### config.mk
export PLATFORM = sky130hd
export DESIGN_NAME = cpu_run_controller_flat
export DESIGN_NICKNAME = d
export VERILOG_FILES = /design/src/rtl/cpu_run_controller_if.sv /design/src/rtl/cpu_run_controller.sv /design/src/flat_wrapper.sv
export SDC_FILE = /design/constraint.sdc
export NUM_CORES = 1
export LEC_CHECK = 0
export ABC_AREA = 1
export CAP_MARGIN = 20
export CORE_MARGIN = 4
export CORE_UTILIZATION = 65
export DETAILED_ROUTE_END_ITERATION = 12
export PLACE_DENSITY = 0.85
export SKIP_CTS_REPAIR_TIMING = 1
export SYNTH_ARGS = -nofsm -noshare
export SYNTH_HDL_FRONTEND = slang
export SYNTH_SLANG_ARGS = --single-unit
### constraint.sdc
create_clock -name clk -period 6.1 [get_ports clk]
set_input_delay 1.22 -clock clk [delete_from_list [all_inputs] [get_ports clk]]
set_output_delay 1.22 -clock clk [all_outputs]
set_load 0.01 [all_outputs]
### src/rtl/cpu_run_controller_if.sv
// Bus between the run controller and whatever hosts it (board logic or a bench).
//   start      host -> ctrl   run request, sampled in IDLE/DONE
//   cpu_out    host -> ctrl   CPU output bus being watched and traced
//   rd_addr    host -> ctrl   trace read address
//   cpu_reset  ctrl -> host   active-low reset for cpu_top
//   busy/done  ctrl -> host   run phase indication
//   halted/timeout/overflow   ctrl -> host   how the run ended / trace lost data
//   cycle_cnt  ctrl -> host   run cycles elapsed
//   trace_cnt  ctrl -> host   valid trace entries
//   rd_data    ctrl -> host   trace entry at rd_addr, one cycle after the address
// The controller connects through the slave modport, the host through master.
interface cpu_run_controller_if #(
    parameter int WIDTH       = 16,
    parameter int MAX_CYCLES  = 20,
    parameter int TRACE_DEPTH = 16
);
    logic                               start;
    logic [WIDTH-1:0]                   cpu_out;
    logic [$clog2(TRACE_DEPTH)-1:0]     rd_addr;
    logic                               cpu_reset;
    logic                               busy;
    logic                               done;
    logic                               halted;
    logic                               timeout;
    logic                               overflow;
    logic [$clog2(MAX_CYCLES+1)-1:0]    cycle_cnt;
    logic [$clog2(TRACE_DEPTH+1)-1:0]   trace_cnt;
    logic [WIDTH-1:0]                   rd_data;

    modport master (
        output start, cpu_out, rd_addr,
        input  cpu_reset, busy, done, halted, timeout, overflow, cycle_cnt, trace_cnt, rd_data
    );

    modport slave (
        input  start, cpu_out, rd_addr,
        output cpu_reset, busy, done, halted, timeout, overflow, cycle_cnt, trace_cnt, rd_data
    );
endinterface

### src/rtl/cpu_run_controller.sv
// Run harness for cpu_top: holds the CPU in reset for RESET_CYCLES, lets it run for at
// most MAX_CYCLES, stops early once cpu_out has been unchanged for HALT_STABLE cycles,
// and records every change of cpu_out into a TRACE_DEPTH-entry buffer.
// Ports:
//   clk    rising-edge clock
//   reset  asynchronous active-low reset; aborts any run immediately
//   bus    cpu_run_controller_if.slave (start, cpu_out, rd_addr in; status, counters,
//          cpu_reset and rd_data out)
module cpu_run_controller #(
    parameter int WIDTH        = 16,
    parameter int RESET_CYCLES = 2,
    parameter int MAX_CYCLES   = 20,
    parameter int HALT_STABLE  = 4,
    parameter int TRACE_DEPTH  = 16,
    parameter bit AUTO_START   = 1'b1
) (
    input logic             clk,
    input logic             reset,
    cpu_run_controller_if.slave bus
);
    localparam int CW = $clog2(MAX_CYCLES + 1);
    localparam int TW = $clog2(TRACE_DEPTH + 1);
    localparam int AW = $clog2(TRACE_DEPTH);
    localparam int HW = $clog2(RESET_CYCLES + 1);
    localparam int SW = $clog2(HALT_STABLE + 1);

    localparam logic [1:0] S_IDLE = 2'd0;
    localparam logic [1:0] S_HOLD = 2'd1;
    localparam logic [1:0] S_RUN  = 2'd2;
    localparam logic [1:0] S_DONE = 2'd3;

    logic [1:0]       state_q, state_d;
    logic [HW-1:0]    hold_cnt_q, hold_cnt_d;
    logic [CW-1:0]    cycle_cnt_q, cycle_cnt_d;
    logic [TW-1:0]    trace_cnt_q, trace_cnt_d;
    logic [SW-1:0]    stable_q, stable_d;
    logic             halted_q, halted_d;
    logic             timeout_q, timeout_d;
    logic             overflow_q, overflow_d;
    logic [WIDTH-1:0] prev_q, prev_d;
    logic [WIDTH-1:0] rd_data_q, rd_data_d;
    logic [WIDTH-1:0] mem_q [TRACE_DEPTH];

    logic             wr_en;
    logic [AW-1:0]    wr_addr;
    logic             record;
    logic [SW-1:0]    stable_now;
    logic [CW-1:0]    cycle_next;

    always_comb begin
        state_d     = state_q;
        hold_cnt_d  = hold_cnt_q;
        cycle_cnt_d = cycle_cnt_q;
        trace_cnt_d = trace_cnt_q;
        stable_d    = stable_q;
        halted_d    = halted_q;
        timeout_d   = timeout_q;
        overflow_d  = overflow_q;
        prev_d      = prev_q;
        wr_en       = 1'b0;
        wr_addr     = trace_cnt_q[AW-1:0];
        // cycle_cnt is still zero during the first RUN cycle, so that cycle always records
        // and restarts the stability count regardless of the stale previous sample.
        record      = (cycle_cnt_q == '0) || (bus.cpu_out != prev_q);
        stable_now  = record ? SW'(1) : stable_q + SW'(1);
        cycle_next  = cycle_cnt_q + CW'(1);
        rd_data_d   = mem_q[bus.rd_addr];

        case (state_q)
            S_IDLE, S_DONE: begin
                // IDLE is only ever entered from reset, so AUTO_START leaves it on the
                // first cycle after reset release.
                if ((state_q == S_IDLE && AUTO_START) || bus.start) begin
                    state_d     = S_HOLD;
                    hold_cnt_d  = '0;
                    cycle_cnt_d = '0;
                    trace_cnt_d = '0;
                    stable_d    = '0;
                    halted_d    = 1'b0;
                    timeout_d   = 1'b0;
                    overflow_d  = 1'b0;
                end
            end
            S_HOLD: begin
                if (hold_cnt_q == HW'(RESET_CYCLES - 1)) begin
                    state_d = S_RUN;
                end else begin
                    hold_cnt_d = hold_cnt_q + HW'(1);
                end
            end
            S_RUN: begin
                cycle_cnt_d = cycle_next;
                stable_d    = stable_now;
                prev_d      = bus.cpu_out;
                if (record) begin
                    if (trace_cnt_q == TW'(TRACE_DEPTH)) begin
                        overflow_d = 1'b1;
                    end else begin
                        wr_en       = 1'b1;
                        trace_cnt_d = trace_cnt_q + TW'(1);
                    end
                end
                // Halt and timeout are evaluated independently so both flags can be set
                // when they coincide.
                if (stable_now == SW'(HALT_STABLE)) begin
                    halted_d = 1'b1;
                    state_d  = S_DONE;
                end
                if (cycle_next == CW'(MAX_CYCLES)) begin
                    timeout_d = 1'b1;
                    state_d   = S_DONE;
                end
            end
            default: state_d = S_IDLE;
        endcase
    end

    always_ff @(posedge clk or negedge reset) begin
        if (!reset) begin
            state_q     <= S_IDLE;
            hold_cnt_q  <= '0;
            cycle_cnt_q <= '0;
            trace_cnt_q <= '0;
            stable_q    <= '0;
            halted_q    <= 1'b0;
            timeout_q   <= 1'b0;
            overflow_q  <= 1'b0;
            rd_data_q   <= '0;
        end else begin
            state_q     <= state_d;
            hold_cnt_q  <= hold_cnt_d;
            cycle_cnt_q <= cycle_cnt_d;
            trace_cnt_q <= trace_cnt_d;
            stable_q    <= stable_d;
            halted_q    <= halted_d;
            timeout_q   <= timeout_d;
            overflow_q  <= overflow_d;
            rd_data_q   <= rd_data_d;
        end
    end

    // Trace storage and the previous-sample register carry data only; the read above
    // sees the pre-write contents, so a same-cycle write/read returns old data.
    always_ff @(posedge clk) begin
        prev_q <= prev_d;
        if (wr_en) begin
            mem_q[wr_addr] <= bus.cpu_out;
        end
    end

    // cpu_reset is released for RUN and kept released in DONE so the CPU state survives.
    assign bus.cpu_reset = (state_q == S_RUN) || (state_q == S_DONE);
    assign bus.busy      = (state_q == S_HOLD) || (state_q == S_RUN);
    assign bus.done      = (state_q == S_DONE);
    assign bus.halted    = halted_q;
    assign bus.timeout   = timeout_q;
    assign bus.overflow  = overflow_q;
    assign bus.cycle_cnt = cycle_cnt_q;
    assign bus.trace_cnt = trace_cnt_q;
    assign bus.rd_data   = rd_data_q;
endmodule

### src/flat_wrapper.sv
// flat-port wrapper written by rule: the top's interface ports become plain ports
module cpu_run_controller_flat 
#(
    parameter int WIDTH        = 16,
    parameter int RESET_CYCLES = 2,
    parameter int MAX_CYCLES   = 20,
    parameter int HALT_STABLE  = 4,
    parameter int TRACE_DEPTH  = 16,
    parameter bit AUTO_START   = 1'b1
)
  (clk, reset, bus_start, bus_cpu_out, bus_rd_addr, bus_cpu_reset, bus_busy, bus_done, bus_halted, bus_timeout, bus_overflow, bus_cycle_cnt, bus_trace_cnt, bus_rd_data);
  cpu_run_controller_if #(.WIDTH(WIDTH), .MAX_CYCLES(MAX_CYCLES), .TRACE_DEPTH(TRACE_DEPTH)) bus_i ();
  input logic clk;
  input logic reset;
  input wire logic [$bits(bus_i.start)-1:0] bus_start;
  input wire logic [$bits(bus_i.cpu_out)-1:0] bus_cpu_out;
  input wire logic [$bits(bus_i.rd_addr)-1:0] bus_rd_addr;
  output wire logic [$bits(bus_i.cpu_reset)-1:0] bus_cpu_reset;
  output wire logic [$bits(bus_i.busy)-1:0] bus_busy;
  output wire logic [$bits(bus_i.done)-1:0] bus_done;
  output wire logic [$bits(bus_i.halted)-1:0] bus_halted;
  output wire logic [$bits(bus_i.timeout)-1:0] bus_timeout;
  output wire logic [$bits(bus_i.overflow)-1:0] bus_overflow;
  output wire logic [$bits(bus_i.cycle_cnt)-1:0] bus_cycle_cnt;
  output wire logic [$bits(bus_i.trace_cnt)-1:0] bus_trace_cnt;
  output wire logic [$bits(bus_i.rd_data)-1:0] bus_rd_data;
  assign bus_i.start = bus_start;
  assign bus_i.cpu_out = bus_cpu_out;
  assign bus_i.rd_addr = bus_rd_addr;
  assign bus_cpu_reset = bus_i.cpu_reset;
  assign bus_busy = bus_i.busy;
  assign bus_done = bus_i.done;
  assign bus_halted = bus_i.halted;
  assign bus_timeout = bus_i.timeout;
  assign bus_overflow = bus_i.overflow;
  assign bus_cycle_cnt = bus_i.cycle_cnt;
  assign bus_trace_cnt = bus_i.trace_cnt;
  assign bus_rd_data = bus_i.rd_data;
  cpu_run_controller #(.WIDTH(WIDTH), .RESET_CYCLES(RESET_CYCLES), .MAX_CYCLES(MAX_CYCLES), .HALT_STABLE(HALT_STABLE), .TRACE_DEPTH(TRACE_DEPTH), .AUTO_START(AUTO_START)) u_core (.clk(clk), .reset(reset), .bus(bus_i));
endmodule
* Yosys cells after proc, flatten, opt, wreduce, memory -nomap -nowiden
Memory sizes are Yosys's and may differ from the RTL's. A register that Yosys moved wholly into a read port is not among the register bits.
Cells that the tools add are included.
Widths: inputs -> output; s select.
** Storage, ports and cells
- Bits in registers :: 36
- Memory bits (writable) :: 256
- Output and inout bits :: 32
- Logic and storage cells :: 77
- Memories kept :: 1
** Memory list
- u_core.mem_q :: words 16, width 16, read ports 1, clocked after Yosys merged registers in 1, wr ports 1, line cpu_run_controller.sv:42 : logic [WIDTH-1:0] mem_q [TRACE_DEPTH];
** Operators by class
- $add $sub $neg :: 4
- Equality and inequality tests :: 17
- Muxes and demuxes :: 29
- Reductions and logical operators :: 17
** Operators with widths (number)
- $pmux 5 s2 :: 2
- $ne 16x16->1 :: 1
- $mux 5 :: 3
- $mux 2 :: 6
- $ne 2x1->1 const B :: 6
- $reduce_and 3->1 :: 4
- $add 5x1->5 const B :: 2
- $eq 5x5->1 const B :: 2
- $mux 1 :: 10
- $reduce_and 4->1 :: 2
- $mux 3 :: 2
- $pmux 1 s2 :: 3
- $pmux 2 s3 :: 1
- $pmux 3 s2 :: 1
- $logic_not 5->1 :: 1
- $eq 2x1->1 const B :: 2
- $eq 2x2->1 const B :: 2
- $logic_or 1x1->1 :: 4
- $ne 2x2->1 const B :: 2
- $pmux 2 s2 :: 1
- $reduce_bool 2->1 :: 2
- $add 3x1->3 const B :: 1
- $eq 3x3->1 const B :: 1
- $ne 3x1->1 const B :: 1
- 5 further kinds :: 5

* Longest topological paths before layout
- Depth in word-level cells :: 7
- Gate-level depth with buffers :: 12
- Mapped depth without buffers :: 12

* Least setup slack after synthesis
Ideal clock, no wire load.
- Path type :: input port to flip-flop
- From :: in bus_cpu_out[1]
- To :: mem u_core.mem_q[3][0], enable pin
- Library setup time :: 0.409 ns
- Data arrival time :: 2.907 ns
- Slack :: 2.784 ns
- Cell stages on the path :: 9
- Buffers on the path :: 0
- Cell sequence :: nand2_1 -> inv_1 -> nor2_1 -> nor2_1 -> nand3_1 -> inv_1 -> nand3_4 -> nand2_2 -> nor3_1
** Between the ends
- Word-level cells in the longest chain between the ends :: 6
** RTL lines
- from (decl) :: line flat_wrapper.sv:16 : input wire logic [$bits(bus_i.cpu_out)-1:0] bus_cpu_out;
- $ne 16x16->1 :: line cpu_run_controller.sv:64 : record = (cycle_cnt_q == '0) || (bus.cpu_out != prev_q);
- $logic_or 1x1->1 :: line cpu_run_controller.sv:64
- $mux 1 :: line cpu_run_controller.sv:95 : if (record) begin
- $mux 1 :: line cpu_run_controller.sv:69 : case (state_q)
- $mux 1 :: line cpu_run_controller.sv:146 : if (wr_en) begin
- $mux 1 (not written as such) :: line cpu_run_controller.sv:147 : mem_q[wr_addr] <= bus.cpu_out;
- to (decl) :: line cpu_run_controller.sv:42
No other way between the ends.

* Final worst setup path
- From :: in bus_cpu_out[1]
- To :: mem u_core.mem_q[9][13], enable pin
Same word-level chain as after synthesis.

==> summary.md <==
| Metric | Value |
|---|---|
| Hold Crit Class | `flip-flop to flip-flop` |
| Most common cell on crit path | `nor2_1` |
| Crit-path cells | `clkdlybuf4s50_1 -> nor2_1 -> nor2_1 -> nor2_1 -> nand3_1 -> inv_1 -> nand3_4 -> nand2_2 -> inv_2 -> nand2_2 -> nor2_1 -> buf_4` |
| RSZ-0062 raised after global routing | `false` |
| Status | `completed` |
| Post-Syn Instances | `between 900 and 1000` |
| DR vias/cell | `just over 6` |
| Vias in the first global route | `about 7800` |
| Clock input transition at the sequential cells of the worst setup and hold paths | `~0.060 ns` |
| Synth-to-Final Area Change | `13.51%` |
| Ys async rst share | `11.69%` |
| Die Wd | `between 100 and 150 um` |
| Dpl cell area | `13510 sq um` |
| Slew @ Worst Pin | `around 1.2 ns` |
| Placeable core region | `19020 sq um` |
| Register area share after synthesis | `71.11%` |
| Clock power share | `roughly a third` |
| Minimum clock period | `a little over 4 ns` |
| Power Density | `339.3 nW/um^2` |
| Clock skew | `~0.016 ns` |
| Post-synth EDFFs | `272` |
| Die area | `~22000 sq um` |
| Crit path arrival time | `~4.3 ns` |
| Total Wirelength | `27720 um` |
| HPWL Detailed | `around 16000 um` |
| Crit Path Category | `input port to flip-flop` |
| TritonCTS clock tree | `done` |
| Total number of vias | `7840` |
| Total Power | `4.912 mW` |
| P_int | `3.652 mW` |
| Util after Layout | `about three quarters` |
| Maximum vdd ir drop | `0.2440 mV` |
| I/O pin total | `55` |
| Ratio of final minimum period to clock period | `66.68%` |
| Drt wl/cell | `21.52 um` |
| Placed Cells | `around 1200` |
| Layout Nets | `approximately 1000` |
| Total CTS buffers | `29` |
| Largest net degree at the start of global routing | `between 90 and 100` |
| Final instance area | `~14000 sq um` |
| Synth cell types | `38` |
| Final setup violating endpoints | `0` |
| Root buf cell | `clkbuf_16` |
| H-Tree Level Count | `1` |
| Starting Density | `between 60% and 70%` |
| Share of cells above drive strength 1 | `roughly a tenth` |
| Grt ovf | `0` |
| Worst Path Required | `roughly 6.3 ns` |
| Fin. max-slew vios | `0` |
| Port bufs | `54` |
| Worst setup SP type | `input port` |
| Setup TNS Final | `0 ns` |
| DRC viols | `0` |
| Total of max-cap violations | `0` |
| Sequential power share | `50.7%` |
| Antenna violations before repair | `0` |
| Hold_ws | `0.4971 ns` |
| Worst setup EP type | `flip-flop` |
| Synthesis-stage register bit count | `308` |
| Avg Inst Size Synth | `~14 sq um` |
| Maximum clock rate | `around 0.25 GHz` |
| Mapped Nets | `980` |
| Global-route wire length before repair | `42930 um` |
| Sw frac | `between 20% and 30%` |
| CP peak stage delay | `roughly 0.91 ns` |
| Combinational power share | `between 15 and 20%` |
| Sum of buffers and inverters on the critical path | `4` |
| P_leak | `5.357 nW` |
| Post-synth top flop | `edfxtp_1` |
| Pre-antenna DRT Iters | `5` |
| Worst slew margin | `between 20% and 30%` |
| # clock sinks | `308` |
| Largest fanout on the critical path | `19` |
| Critical-path cell with the highest stage delay | `clkdlybuf4s50_1` |
| Synth warnings | `0` |
| FP Rows | `50` |
| Setup WS pre-CTS | `between 1.5 and 2 ns` |
| Cell Area, Synth | `~13000 sq um` |
| Max Root-Sink Buffers | `3` |
| Gp weighted congestion | `between 0.8 and 0.9` |
| Total track usage | `between 20% and 30%` |
| Worst-Skew Late Latency | `roughly 0.54 ns` |
| Final antenna-violating net count | `0` |
| Non-Filler Instances | `approximately 1300` |
| Setup slack, reg-to-reg | `roughly 3.1 ns` |
| Hold Fails Final Rpt | `0` |
| Worst setup margin | `2.032 ns` |
| P_sw | `around 1.3 mW` |
| Initial DRC count | `about 860` |
| Delay-heaviest family, CP | `simple AND/OR/NAND/NOR gates` |
| Die Span Y | `148.1 um` |
-- layer usage --
layer / GRT usage (%) / share of wire, % / vias to the layer above
met2: 40.95 / 49 / 409
met3: 4.601 / 8.3 / 48
met5: 0 / 0 / -
met4: 8.268 / 2.1 / 0
li1: - / - / 3519
met1: 36.09 / 41 / 3864
-- cell usage after synthesis, types with 2 or more instances --
cell | instances | area (sq um)
xor2_1 | 4 | 35.03
ha_1 | 13 | 162.7
inv_2 | 4 | 15.01
or2_2 | 2 | 12.51
nand3_2 | 2 | 20.02
buf_1 | 4 | 15.01
a21oi_1 | 66 | 330.3
mux2i_1 | 64 | 640.6
xnor2_1 | 10 | 87.58
nor3_1 | 5 | 25.02
o21ai_1 | 5 | 25.02
inv_1 | 102 | 382.9
buf_6 | 4 | 45.04
dfrtp_1 | 36 | 900.9
nand3_1 | 29 | 145.1
nand2_1 | 78 | 292.8
o22ai_1 | 3 | 18.77
nand4_1 | 2 | 12.51
nand2_4 | 2 | 22.52
clkbuf_1 | 21 | 78.83
o21ai_0 | 84 | 420.4
edfxtp_1 | 272 | 8168
nand2_2 | 4 | 25.02
nor2_1 | 35 | 131.4
nor2_2 | 3 | 18.77
buf_12 | 2 | 40.04
nor2_4 | 3 | 33.78
buf_2 | 8 | 40.04
buf_4 | 4 | 30.03
buf_8 | 2 | 30.03
o211ai_1 | 64 | 480.5
-- cell type report --
type / instances / area [sq um]
flip-flops and latches: 308 / 9069
fillers: 1115 / 4543
multi-input cells: 483 / 3042
clock buffers: 43 / 809.5
repair buffers: 75 / 747.0
inverters: 108 / 407.9
well taps: 260 / 325.3
clock inverters: 10 / 72.57
diodes: 1 / 2.502
-- state kept, by name (all words and copies together) (netlist names) --
signal                count
u_core.hold_cnt_q         2
u_core.bus.trace_cnt      5
u_core.state_q            2
u_core.bus.halted         1
u_core.bus.rd_data       16
u_core.prev_q            16
u_core.stable_q           3
u_core.bus.timeout        1
u_core.bus.cycle_cnt      5
u_core.bus.overflow       1
u_core.mem_q            256
-- cells by family after synthesis --
kind of cell | count (synthesis) | share of synthesized area [%]
AO/OA/AOI/OAI | 224 | 10.12
XOR/XNOR | 14 | 0.9615
adder cells (fa/ha/maj) | 13 | 1.276
buffers and inverters | 153 | 5.387
flip-flops | 308 | 71.11
multiplexers | 64 | 5.024
AND/OR/NAND/NOR | 168 | 6.122
-- worst min-delay path, stage by stage (launching register included) --
cell and delay (ns):
dfrtp_1 0.35, nand2_1 0.06, nand2_1 0.06
-- power groups by stage --
stage	clock network, mW	logic [mW]	registers [mW]
after floorplan	0	0.465	2.53
after global placement	0	0.710	2.53
after detailed placement	0	0.736	2.53
after CTS	1.69	0.747	2.49
after global routing	1.78	0.824	2.50
final	1.68	0.746	2.49
-- worst paths after layout --
check,startpoint,end,depth (start not counted)
max in group asynchronous,reset,u_core.bus.trace_cnt[1]$_DFFE_PN0P_,1
min in group asynchronous,reset,u_core.bus.rd_data[2]$_DFF_PN0_,1
max,bus_cpu_out[1],u_core.mem_q[9][13]$_DFFE_PP_,12
min,u_core.bus.overflow$_DFFE_PN0P_,u_core.bus.overflow$_DFFE_PN0P_,2
min reg2reg,u_core.bus.overflow$_DFFE_PN0P_,u_core.bus.overflow$_DFFE_PN0P_,2
max reg2reg,u_core.bus.cycle_cnt[0]$_DFFE_PN0P_,u_core.mem_q[9][13]$_DFFE_PP_,11
-- layout by cell type (no fill, tap or decap), types with 2 or more instances in the layout --
cell type,instances
clkbuf_16,30
xnor2_1,10
edfxtp_1,272
clkinv_2,4
nor2_4,3
nand4_1,2
o21ai_1,5
inv_1,102
inv_2,4
nand2_1,78
nand2_4,2
or2_2,2
nand3_1,29
nor3_2,3
nand3_2,2
nor3_1,2
mux2i_1,64
o22ai_1,3
buf_6,3
clkinv_1,5
xor2_1,4
clkdlybuf4s50_1,50
clkbuf_1,12
nor2_2,15
buf_8,3
a21oi_1,66
nor2_1,23
o21ai_0,84
dfrtp_1,36
buf_4,14
o211ai_1,64
ha_1,13
buf_2,3
nand2_2,4
Power figures use the tool's default switching activity.
